File: src/rtl/fpadd_sequencer_if.sv
// Bundle of request, datapath-control and response signals around the FP adder sequencer.
interface fpadd_sequencer_if #(
   parameter int unsigned WIDTH = 32
);
   logic [1:0]       req_valid;
   logic [1:0]       req_ready;
   logic [WIDTH-1:0] req_a0;
   logic [WIDTH-1:0] req_b0;
   logic [WIDTH-1:0] req_a1;
   logic [WIDTH-1:0] req_b1;
   logic [WIDTH-1:0] dp_opA;
   logic [WIDTH-1:0] dp_opB;
   logic             dp_load;
   logic             dp_bypass;
   logic             dp_alu_en;
   logic             dp_norm_start;
   logic             dp_norm_done;
   logic             dp_round_en;
   logic [WIDTH-1:0] dp_result;
   logic             rsp_valid;
   logic             rsp_ready;
   logic [WIDTH-1:0] rsp_result;
   logic             rsp_id;
   logic             rsp_error;
   logic             busy;

   // Sequencer side.
   modport master (
      input  req_valid, req_a0, req_b0, req_a1, req_b1, dp_norm_done, dp_result, rsp_ready,
      output req_ready, dp_opA, dp_opB, dp_load, dp_bypass, dp_alu_en, dp_norm_start,
             dp_round_en, rsp_valid, rsp_result, rsp_id, rsp_error, busy
   );

   // Requesters, datapath and response consumer side.
   modport slave (
      output req_valid, req_a0, req_b0, req_a1, req_b1, dp_norm_done, dp_result, rsp_ready,
      input  req_ready, dp_opA, dp_opB, dp_load, dp_bypass, dp_alu_en, dp_norm_start,
             dp_round_en, rsp_valid, rsp_result, rsp_id, rsp_error, busy
   );
endinterface

File: src/rtl/fpadd_sequencer.sv
// Sequencer for the shared FP adder datapath: round-robin arbitration of two requesters,
// stage-enable sequencing with special-operand bypass, and tagged response return.
module fpadd_sequencer #(
   parameter int unsigned WIDTH        = 32,
   parameter int unsigned EXP_W        = 8,
   parameter int unsigned NORM_TIMEOUT = 31
) (
   input  logic              clock,
   input  logic              reset,
   fpadd_sequencer_if.master bus
);
   localparam int unsigned      CNT_W   = $clog2(NORM_TIMEOUT + 1);
   localparam logic [WIDTH-1:0] QNAN    = WIDTH'(32'h7FC0_0000);
   localparam logic [CNT_W-1:0] CNT_MAX = CNT_W'(NORM_TIMEOUT);

   typedef enum logic [2:0] {
      S_IDLE, S_LOAD, S_ALU, S_NORM, S_ROUND, S_BYPASS, S_RESP
   } state_t;

   state_t           state_q, state_d;
   logic             last_grant_q, last_grant_d;
   logic [WIDTH-1:0] op_a_q, op_a_d;
   logic [WIDTH-1:0] op_b_q, op_b_d;
   logic [WIDTH-1:0] result_q, result_d;
   logic             id_q, id_d;
   logic             error_q, error_d;
   logic [CNT_W-1:0] cnt_q, cnt_d;
   logic             load_q, load_d;
   logic             bypass_q, bypass_d;
   logic             alu_en_q, alu_en_d;
   logic             norm_start_q, norm_start_d;
   logic             round_en_q, round_en_d;
   logic             rsp_valid_q, rsp_valid_d;
   logic             busy_q, busy_d;

   logic             grant_c;
   logic [1:0]       ready_c;
   logic             handshake_c;
   logic [EXP_W-1:0] exp_a_c, exp_b_c;
   logic             special_c;

   // Round-robin grant; ready is held low during reset so every output reads 0.
   always_comb begin
      grant_c = bus.req_valid[1];
      if (bus.req_valid == 2'b11) grant_c = ~last_grant_q;
      ready_c = 2'b00;
      if ((state_q == S_IDLE) && !reset && (bus.req_valid != 2'b00))
         ready_c = grant_c ? 2'b10 : 2'b01;
   end

   assign handshake_c = |(ready_c & bus.req_valid);

   // Zero/denormal and Inf/NaN operands skip the arithmetic stages.
   assign exp_a_c   = op_a_q[WIDTH-2 -: EXP_W];
   assign exp_b_c   = op_b_q[WIDTH-2 -: EXP_W];
   assign special_c = (exp_a_c == '0) || (exp_a_c == '1) ||
                      (exp_b_c == '0) || (exp_b_c == '1);

   always_comb begin
      state_d      = state_q;
      last_grant_d = last_grant_q;
      op_a_d       = op_a_q;
      op_b_d       = op_b_q;
      id_d         = id_q;
      result_d     = result_q;
      error_d      = error_q;
      cnt_d        = cnt_q;

      case (state_q)
         S_IDLE: begin
            if (handshake_c) begin
               state_d      = S_LOAD;
               last_grant_d = grant_c;
               id_d         = grant_c;
               op_a_d       = grant_c ? bus.req_a1 : bus.req_a0;
               op_b_d       = grant_c ? bus.req_b1 : bus.req_b0;
            end
         end
         S_LOAD:  state_d = special_c ? S_BYPASS : S_ALU;
         S_ALU:   state_d = S_NORM;
         S_NORM: begin
            if (bus.dp_norm_done) begin
               state_d = S_ROUND;
               cnt_d   = '0;
            end else if (cnt_q == CNT_MAX) begin
               state_d  = S_RESP;
               result_d = QNAN;
               error_d  = 1'b1;
               cnt_d    = '0;
            end else begin
               cnt_d = cnt_q + CNT_W'(1);
            end
         end
         S_ROUND, S_BYPASS: begin
            state_d  = S_RESP;
            result_d = bus.dp_result;
            error_d  = 1'b0;
         end
         S_RESP:  if (bus.rsp_ready) state_d = S_IDLE;
         default: state_d = S_IDLE;
      endcase

      // Stage controls are registered, so they are decoded from the next state.
      load_d       = (state_d == S_LOAD);
      bypass_d     = (state_d == S_BYPASS);
      alu_en_d     = (state_d == S_ALU);
      norm_start_d = (state_d == S_NORM) && (state_q != S_NORM);
      round_en_d   = (state_d == S_ROUND);
      rsp_valid_d  = (state_d == S_RESP);
      busy_d       = (state_d != S_IDLE);
   end

   always_ff @(posedge clock or posedge reset) begin
      if (reset) begin
         state_q      <= S_IDLE;
         last_grant_q <= 1'b1;
         op_a_q       <= '0;
         op_b_q       <= '0;
         result_q     <= '0;
         id_q         <= 1'b0;
         error_q      <= 1'b0;
         cnt_q        <= '0;
         load_q       <= 1'b0;
         bypass_q     <= 1'b0;
         alu_en_q     <= 1'b0;
         norm_start_q <= 1'b0;
         round_en_q   <= 1'b0;
         rsp_valid_q  <= 1'b0;
         busy_q       <= 1'b0;
      end else begin
         state_q      <= state_d;
         last_grant_q <= last_grant_d;
         op_a_q       <= op_a_d;
         op_b_q       <= op_b_d;
         result_q     <= result_d;
         id_q         <= id_d;
         error_q      <= error_d;
         cnt_q        <= cnt_d;
         load_q       <= load_d;
         bypass_q     <= bypass_d;
         alu_en_q     <= alu_en_d;
         norm_start_q <= norm_start_d;
         round_en_q   <= round_en_d;
         rsp_valid_q  <= rsp_valid_d;
         busy_q       <= busy_d;
      end
   end

   assign bus.req_ready     = ready_c;
   assign bus.dp_opA        = op_a_q;
   assign bus.dp_opB        = op_b_q;
   assign bus.dp_load       = load_q;
   assign bus.dp_bypass     = bypass_q;
   assign bus.dp_alu_en     = alu_en_q;
   assign bus.dp_norm_start = norm_start_q;
   assign bus.dp_round_en   = round_en_q;
   assign bus.rsp_valid     = rsp_valid_q;
   assign bus.rsp_result    = result_q;
   assign bus.rsp_id        = id_q;
   assign bus.rsp_error     = error_q;
   assign bus.busy          = busy_q;
endmodule
File: src/flat_wrapper.sv
// flat-port wrapper written by rule: the top's interface ports become plain ports
module fpadd_sequencer_flat 
#(
   parameter int unsigned WIDTH        = 32,
   parameter int unsigned EXP_W        = 8,
   parameter int unsigned NORM_TIMEOUT = 31
)
  (clock, reset, bus_req_valid, bus_req_a0, bus_req_b0, bus_req_a1, bus_req_b1, bus_dp_norm_done, bus_dp_result, bus_rsp_ready, bus_req_ready, bus_dp_opA, bus_dp_opB, bus_dp_load, bus_dp_bypass, bus_dp_alu_en, bus_dp_norm_start, bus_dp_round_en, bus_rsp_valid, bus_rsp_result, bus_rsp_id, bus_rsp_error, bus_busy);
  fpadd_sequencer_if #(.WIDTH(WIDTH)) bus_i ();
  input  logic clock;
  input  logic reset;
  input wire logic [$bits(bus_i.req_valid)-1:0] bus_req_valid;
  input wire logic [$bits(bus_i.req_a0)-1:0] bus_req_a0;
  input wire logic [$bits(bus_i.req_b0)-1:0] bus_req_b0;
  input wire logic [$bits(bus_i.req_a1)-1:0] bus_req_a1;
  input wire logic [$bits(bus_i.req_b1)-1:0] bus_req_b1;
  input wire logic [$bits(bus_i.dp_norm_done)-1:0] bus_dp_norm_done;
  input wire logic [$bits(bus_i.dp_result)-1:0] bus_dp_result;
  input wire logic [$bits(bus_i.rsp_ready)-1:0] bus_rsp_ready;
  output wire logic [$bits(bus_i.req_ready)-1:0] bus_req_ready;
  output wire logic [$bits(bus_i.dp_opA)-1:0] bus_dp_opA;
  output wire logic [$bits(bus_i.dp_opB)-1:0] bus_dp_opB;
  output wire logic [$bits(bus_i.dp_load)-1:0] bus_dp_load;
  output wire logic [$bits(bus_i.dp_bypass)-1:0] bus_dp_bypass;
  output wire logic [$bits(bus_i.dp_alu_en)-1:0] bus_dp_alu_en;
  output wire logic [$bits(bus_i.dp_norm_start)-1:0] bus_dp_norm_start;
  output wire logic [$bits(bus_i.dp_round_en)-1:0] bus_dp_round_en;
  output wire logic [$bits(bus_i.rsp_valid)-1:0] bus_rsp_valid;
  output wire logic [$bits(bus_i.rsp_result)-1:0] bus_rsp_result;
  output wire logic [$bits(bus_i.rsp_id)-1:0] bus_rsp_id;
  output wire logic [$bits(bus_i.rsp_error)-1:0] bus_rsp_error;
  output wire logic [$bits(bus_i.busy)-1:0] bus_busy;
  assign bus_i.req_valid = bus_req_valid;
  assign bus_i.req_a0 = bus_req_a0;
  assign bus_i.req_b0 = bus_req_b0;
  assign bus_i.req_a1 = bus_req_a1;
  assign bus_i.req_b1 = bus_req_b1;
  assign bus_i.dp_norm_done = bus_dp_norm_done;
  assign bus_i.dp_result = bus_dp_result;
  assign bus_i.rsp_ready = bus_rsp_ready;
  assign bus_req_ready = bus_i.req_ready;
  assign bus_dp_opA = bus_i.dp_opA;
  assign bus_dp_opB = bus_i.dp_opB;
  assign bus_dp_load = bus_i.dp_load;
  assign bus_dp_bypass = bus_i.dp_bypass;
  assign bus_dp_alu_en = bus_i.dp_alu_en;
  assign bus_dp_norm_start = bus_i.dp_norm_start;
  assign bus_dp_round_en = bus_i.dp_round_en;
  assign bus_rsp_valid = bus_i.rsp_valid;
  assign bus_rsp_result = bus_i.rsp_result;
  assign bus_rsp_id = bus_i.rsp_id;
  assign bus_rsp_error = bus_i.rsp_error;
  assign bus_busy = bus_i.busy;
  fpadd_sequencer #(.WIDTH(WIDTH), .EXP_W(EXP_W), .NORM_TIMEOUT(NORM_TIMEOUT)) u_core (.clock(clock), .reset(reset), .bus(bus_i));
endmodule
File: config.mk
export PLATFORM = sky130hd
export DESIGN_NAME = fpadd_sequencer_flat
export DESIGN_NICKNAME = d
export VERILOG_FILES = /design/src/rtl/fpadd_sequencer_if.sv /design/src/rtl/fpadd_sequencer.sv /design/src/flat_wrapper.sv
export SDC_FILE = /design/constraint.sdc
export NUM_CORES = 1
export LEC_CHECK = 0
export CAP_MARGIN = 5
export CORE_ASPECT_RATIO = 1.75
export CORE_MARGIN = 2
export CORE_UTILIZATION = 41
export CTS_CLUSTER_DIAMETER = 50
export CTS_CLUSTER_SIZE = 14
export DETAILED_ROUTE_END_ITERATION = 8
export PLACE_DENSITY_LB_ADDON = 0.25
export SYNTH_ARGS = -nofsm -noshare
export SYNTH_HDL_FRONTEND = slang
export SYNTH_SLANG_ARGS = --single-unit
File: constraint.sdc
create_clock -name clock -period 5.99 [get_ports clock]
set_input_delay 1.198 -clock clock [delete_from_list [all_inputs] [get_ports clock]]
set_output_delay 1.198 -clock clock [all_outputs]
set_load 0.005 [all_outputs]
==> impl_metrics.py, run 1 <==
metrics = {
    "logic_synthesis": {
        "synth.largest_area_cell": "dfrtp_1",
        "async_reset_ff_frac": 1.00,
        "synth_top_area_frac": 0.588,
        "syn_inst": 386,
        "synth-edff-count": 0,
        "synth.avg_cell_area_um2": 12.5,
        "synth_warnings": 0,
        "synth_most_common_cell": "dfrtp_1",
        "ys.flop_type": "dfrtp_1",
        "ys_seq_area_frac": 0.593,
        "synth.ff_latch_count": 114,
        "synthTopCellsByCount": "dfrtp_1, and3_1, a221o_1",
        "synth_cell_type_count": 38,
        "yosys-top-cells-area": "dfrtp_1, a221o_1, and3_1",
        "syn-cell-area_um2": 4810,
        "syn_nets": 554,
    },
    "clocking": {
        "cts_sinks": 114,
        "clk_latency_ns": 0.41,
        "cts_tree": "done",
        "post_cts.repair.setup_buffers": 0,
        "path_clk_slew_ns": 0.05,
        "clockRootBuffer": "clkbuf_16",
        "cts-htree-levels": 4,
        "cts_buffer_depth": 2,
        "numCtsBuffers": 17,
        "hold_buffers": 0,
        "cts.repair.resized": 0,
    },
    "floorplan": {
        "core_um2": 11500,
        "rows": 52,
        "die_area_um2": 12700,
        "die_h_um": 147,
        "ios": 273,
        "die_w_um": 85.9,
        "initial_core_util": 0.418,
    },
    "global_routing": {
        "overflow": 0,
        "grt_usage": 0.254,
        "grt_pass1_vias": 4819,
        "grt_pass1_wl_um": 24800,
        "grt_max_degree": 69,
        "antenna_found_initial": 0,
    },
    "finish": {
        "drive_above_1_share": 0.0668,
        "fin_nets": 814,
        "n_fill_cell": 854,
        "insertedDiodeCount": 0,
        "syn_to_final_growth_pct": 70.6,
    },
    "timing": {
        "relSlewSlack": 0.374,
        "rsz0062_at_grt": "false",
        "max_freq_mhz": 249,
        "fin_skew_ns": 0.00834,
        "finalMaxSlewViolations": 0,
        "setup-tns-final_ns": 0,
        "setup_viol": 0,
        "period_minus_slack_ns": 4.02,
        "layout_worst_path_cycle_share": 0.672,
        "finalHoldViolCount": 0,
        "tightestPinTransition_ns": 0.939,
    },
    "drt": {
        "via_count": 4502,
        "ant_nets": 0,
        "route.detailed.drc": 15,
        "drt-pass1-iter-count": 7,
        "routed_via_density": 5.67,
        "wl_per_cell_um": 20.3,
        "first_iter_violations": 198,
        "routed_wl_um": 16100,
    },
    "placement": {
        "portBuffers": 272,
        "dp_hpwl_um": 11100,
        "place_congestion": 0.794,
    },
    "pwr": {
        "p_total_mw": 4.05,
        "leakagePower_nw": 3.71,
        "p_per_area_nw_per_um2": 493,
        "ir_drop_mv": 0.254,
    },
    "setup_path": {
        "cp.arrival_ns": 2.82,
        "path_max_fanout": 2,
        "critPathKind": "in -> out",
        "cp-start-kind": "input pin",
        "path_cells": "clkdlybuf4s50_1 -> nor4_2 -> and3_2 -> clkdlybuf4s50_1",
        "cpPeakStageDelay_ns": 0.56,
        "endpoint_kind": "primary output",
        "critPathSlowestCell": "clkdlybuf4s50_1",
        "worstPathRequired_ns": 4.79,
        "cp_common_cell": "clkdlybuf4s50_1",
    },
    "job": {
        "maxCapViolCount": 0,
    },
    "worst_hold_path": {
        "hold_class": "reg -> reg",
    },
    "outcome": {
        "violations": "design-rule violations",
        "outcome": "complete, but fails checks",
    },
}
[logic make-up after synthesis]
logic type	count (synthesis)	synth area share
simple gates	112	0.136
compound gates	118	0.222
flops	114	0.593
fa+ha+maj	2	0.00520
buf+inv	40	0.0434
[metal layers]
layer | GRT usage | wire length (µm) | share of wire | vias to the layer above
met3 | 0.0865 | 1290 | 0.080 | 33
met5 | 0 | 0 | 0 | -
met1 | 0.280 | 5740 | 0.36 | 2189
li1 | - | - | - | 2050
met4 | 0.105 | 482 | 0.030 | 0
met2 | 0.441 | 8630 | 0.53 | 230
[cells in the final DEF, fill, tap and decap left out, types with 8 or more instances in the layout]
cell / netlist / final
dfrtp_1: 113 / 113
clkdlybuf4s50_1: 0 / 272
a221o_1: 65 / 65
a22o_1: 23 / 23
clkbuf_16: 0 / 17
and3_1: 67 / 66
o22a_1: 9 / 9
nor2_1: 13 / 13
nand2_1: 11 / 11
o21ai_0: 8 / 8
[per-stage QoR]
step	worst slack [ns]	instance area [µm²]	instances	hold slack (ns)	util
after floorplan	1.78	4810	386	0.437	-
after global placement	1.96	7560	762	0.460	0.656
after detailed placement	1.95	7560	762	0.467	0.656
after CTS	1.95	8210	794	0.479	0.713
after global routing	1.85	8210	794	0.487	0.713
final	1.97	8210	794	0.473	0.713
[area by class of cell]
cell class	instances	area [µm²]	share of cell area
well taps	135	169	0.0206
clock buffers	19	443	0.0540
flip-flops and latches	114	2850	0.348
repair buffers	277	2760	0.336
clock inverters	13	206	0.0252
inverters	4	17.5	0.00213
multi-input cells	232	1760	0.214
[sequential cells by signal, indices dropped and copies added (netlist names)]
register and flops:
u_core.bus.busy 1, u_core.bus.dp_alu_en 1, u_core.bus.dp_bypass 1, u_core.bus.dp_load 1, u_core.bus.dp_norm_start 1, u_core.bus.dp_opA 32, u_core.bus.dp_opB 32, u_core.bus.dp_round_en 1
u_core.bus.rsp_error 1, u_core.bus.rsp_id 1, u_core.bus.rsp_result 32, u_core.bus.rsp_valid 1, u_core.cnt_q 5, u_core.last_grant_q 1, u_core.state_q 3
[critical path, delay by kind of cell]
kind | cells | cell delay [ns]
simple gates | 2 | 0.60
buf+inv | 2 | 1.03
[power breakdown]
group	internal, mW	total [mW]	leakage [nW]	switching (mW)
Clock	0.749	1.11	0.314	0.360
Sequential	1.13	1.40	1.41	0.270
Combinational	0.997	1.53	1.99	0.538
[final timing paths]
path / cells after the start / from / end / slack (ns)
max reg2reg: 6 / u_core.state_q[1]$_DFF_PP0_ / u_core.bus.dp_opB[18]$_DFFE_PP0P_ / 3.19
max in group asynchronous: 3 / reset / u_core.bus.dp_opB[23]$_DFFE_PP0P_ / 3.51
min: 1 / u_core.bus.rsp_id$_DFFE_PP0P_ / u_core.bus.rsp_id$_DFFE_PP0P_ / 0.47
max: 4 / reset / bus_req_ready[1] / 1.97
min in group asynchronous: 2 / reset / u_core.bus.rsp_result[31]$_DFFE_PP0P_ / 1.35
min reg2reg: 1 / u_core.bus.rsp_id$_DFFE_PP0P_ / u_core.bus.rsp_id$_DFFE_PP0P_ / 0.47
No activity file was read; power rests on OpenSTA's default activity.
==> run 2: changes to the inputs <==
Settings changed: CORE_UTILIZATION 41 to 35.
Clock period 5.99 ns to 3.36 ns, I/O delays scaled along.
==> impl_metrics.py, run 2 (synthesis results as in run 1) <==
metrics = {
    "clocking": {
        "clockRootBuffer": "clkbuf_16",
        "cts_tree": "done",
        "cts_sinks": 114,
        "cts.repair.resized": 0,
        "path_clk_slew_ns": 0.05,
        "post_cts.repair.setup_buffers": 0,
        "cts-htree-levels": 4,
        "clk_latency_ns": 0.41,
        "cts_buffer_depth": 2,
        "numCtsBuffers": 17,
        "hold_buffers": 0,
    },
    "timing": {
        "period_minus_slack_ns": 2.97,
        "rsz0062_at_grt": "false",
        "finalMaxSlewViolations": 0,
        "setup_slack_ns": 0.394,
        "setup_viol": 0,
        "finalHoldViolCount": 0,
        "fin_skew_ns": 0.0107,
        "max_freq_mhz": 337,
        "relSlewSlack": 0.454,
        "setup-tns-final_ns": 0,
        "tightestPinTransition_ns": 0.812,
        "layout_worst_path_cycle_share": 0.883,
    },
    "setup_path": {
        "critPathKind": "in -> out",
        "path_max_fanout": 2,
        "endpoint_kind": "primary output",
        "cp.arrival_ns": 2.29,
        "worstPathRequired_ns": 2.69,
        "ff2ff_path_depth": 6,
        "cp-start-kind": "input pin",
    },
    "finish": {
        "final_common_cell": "clkdlybuf4s50_1",
        "drive_above_1_share": 0.0682,
        "insertedDiodeCount": 0,
        "fin_nets": 815,
        "syn_to_final_growth_pct": 70.6,
        "fin_area_um2": 8210,
        "post-route-util": 0.610,
        "mostFrequentLayoutCells": "clkdlybuf4s50_1, dfrtp_1, and3_1, a221o_1, a22o_1",
    },
    "floorplan": {
        "die_h_um": 159,
        "rows": 56,
        "ios": 273,
        "die_w_um": 92.6,
        "initial_core_util": 0.358,
        "core_um2": 13500,
        "die_area_um2": 14700,
    },
    "global_routing": {
        "grt_max_degree": 93,
        "antenna_found_initial": 0,
        "grt_pass1_vias": 4834,
        "overflow": 0,
        "grt_usage": 0.216,
        "grt_pass1_wl_um": 25100,
    },
    "drt": {
        "routed_wl_um": 15800,
        "route.detailed.drc": 0,
        "drt-pass1-iter-count": 5,
        "via_count": 4493,
        "routed_via_density": 5.39,
        "first_iter_violations": 206,
        "ant_nets": 0,
        "wl_per_cell_um": 18.9,
    },
    "placement": {
        "place_area_um2": 7630,
        "dp_hpwl_um": 10800,
        "place_ws_ns": 0.412,
        "portBuffers": 272,
        "place_congestion": 0.757,
    },
    "pwr": {
        "leakagePower_nw": 3.68,
        "p_per_area_nw_per_um2": 847,
        "ir_drop_mv": 0.396,
        "p_total_mw": 6.95,
    },
    "job": {
        "maxCapViolCount": 0,
    },
    "worst_hold_path": {
        "holdPathStages": 1,
        "hold_class": "reg -> reg",
    },
    "outcome": {
        "outcome": "complete, no violations",
    },
}
## run 2: power by group
group	internal [mW]	total, mW	switching, mW	leakage, nW
Sequential	2.02	2.48	0.456	1.41
Clock	1.11	1.75	0.641	0.275
Combinational	1.78	2.72	0.943	2.00
Total	4.91	6.95	2.04	3.68
## run 2: metrics by stage
stage                     instances  hold WS (ns)
after floorplan                 386         0.437
after global placement          802         0.454
after detailed placement        802         0.480
after CTS                       834         0.493
after global routing            834         0.502
final                           834         0.487
## run 2: area by class of cell
type	instances	area [µm²]
Clock buffer	19	443
Timing Repair Buffer	278	2780
Clock inverter	13	136
Fill cell	1071	5250
Multi-Input combinational cell	232	1760
Tap cell	174	218
Sequential cell	114	2850
Inverter	4	18.8
## run 2: per-layer routing
layer | part of all wire | vias to the layer above | track usage
li1 | - | 2051 | -
met1 | 0.37 | 2179 | 0.242
met2 | 0.52 | 224 | 0.377
met3 | 0.070 | 39 | 0.0549
met4 | 0.040 | 0 | 0.105
met5 | 0 | - | 0
## run 2: critical path, cell delays in order
cell and delay, ns:
clkdlybuf4s50_1 0.49, nor4_2 0.30, and3_2 0.26, clkdlybuf4s50_1 0.58
## run 2: worst paths after layout
path | from | end | slack [ns]
max in group asynchronous | reset | u_core.bus.dp_opA[11]$_DFFE_PP0P_ | 1.74
setup reg to reg | u_core.cnt_q[0]$_DFFE_PP0N_ | u_core.bus.rsp_result[6]$_DFFE_PP0P_ | 1.15
setup / recovery | reset | bus_req_ready[1] | 0.39
hold / removal | u_core.bus.rsp_id$_DFFE_PP0P_ | u_core.bus.rsp_id$_DFFE_PP0P_ | 0.49
hold reg to reg | u_core.bus.rsp_id$_DFFE_PP0P_ | u_core.bus.rsp_id$_DFFE_PP0P_ | 0.49
min in group asynchronous | reset | u_core.bus.dp_opA[20]$_DFFE_PP0P_ | 0.74
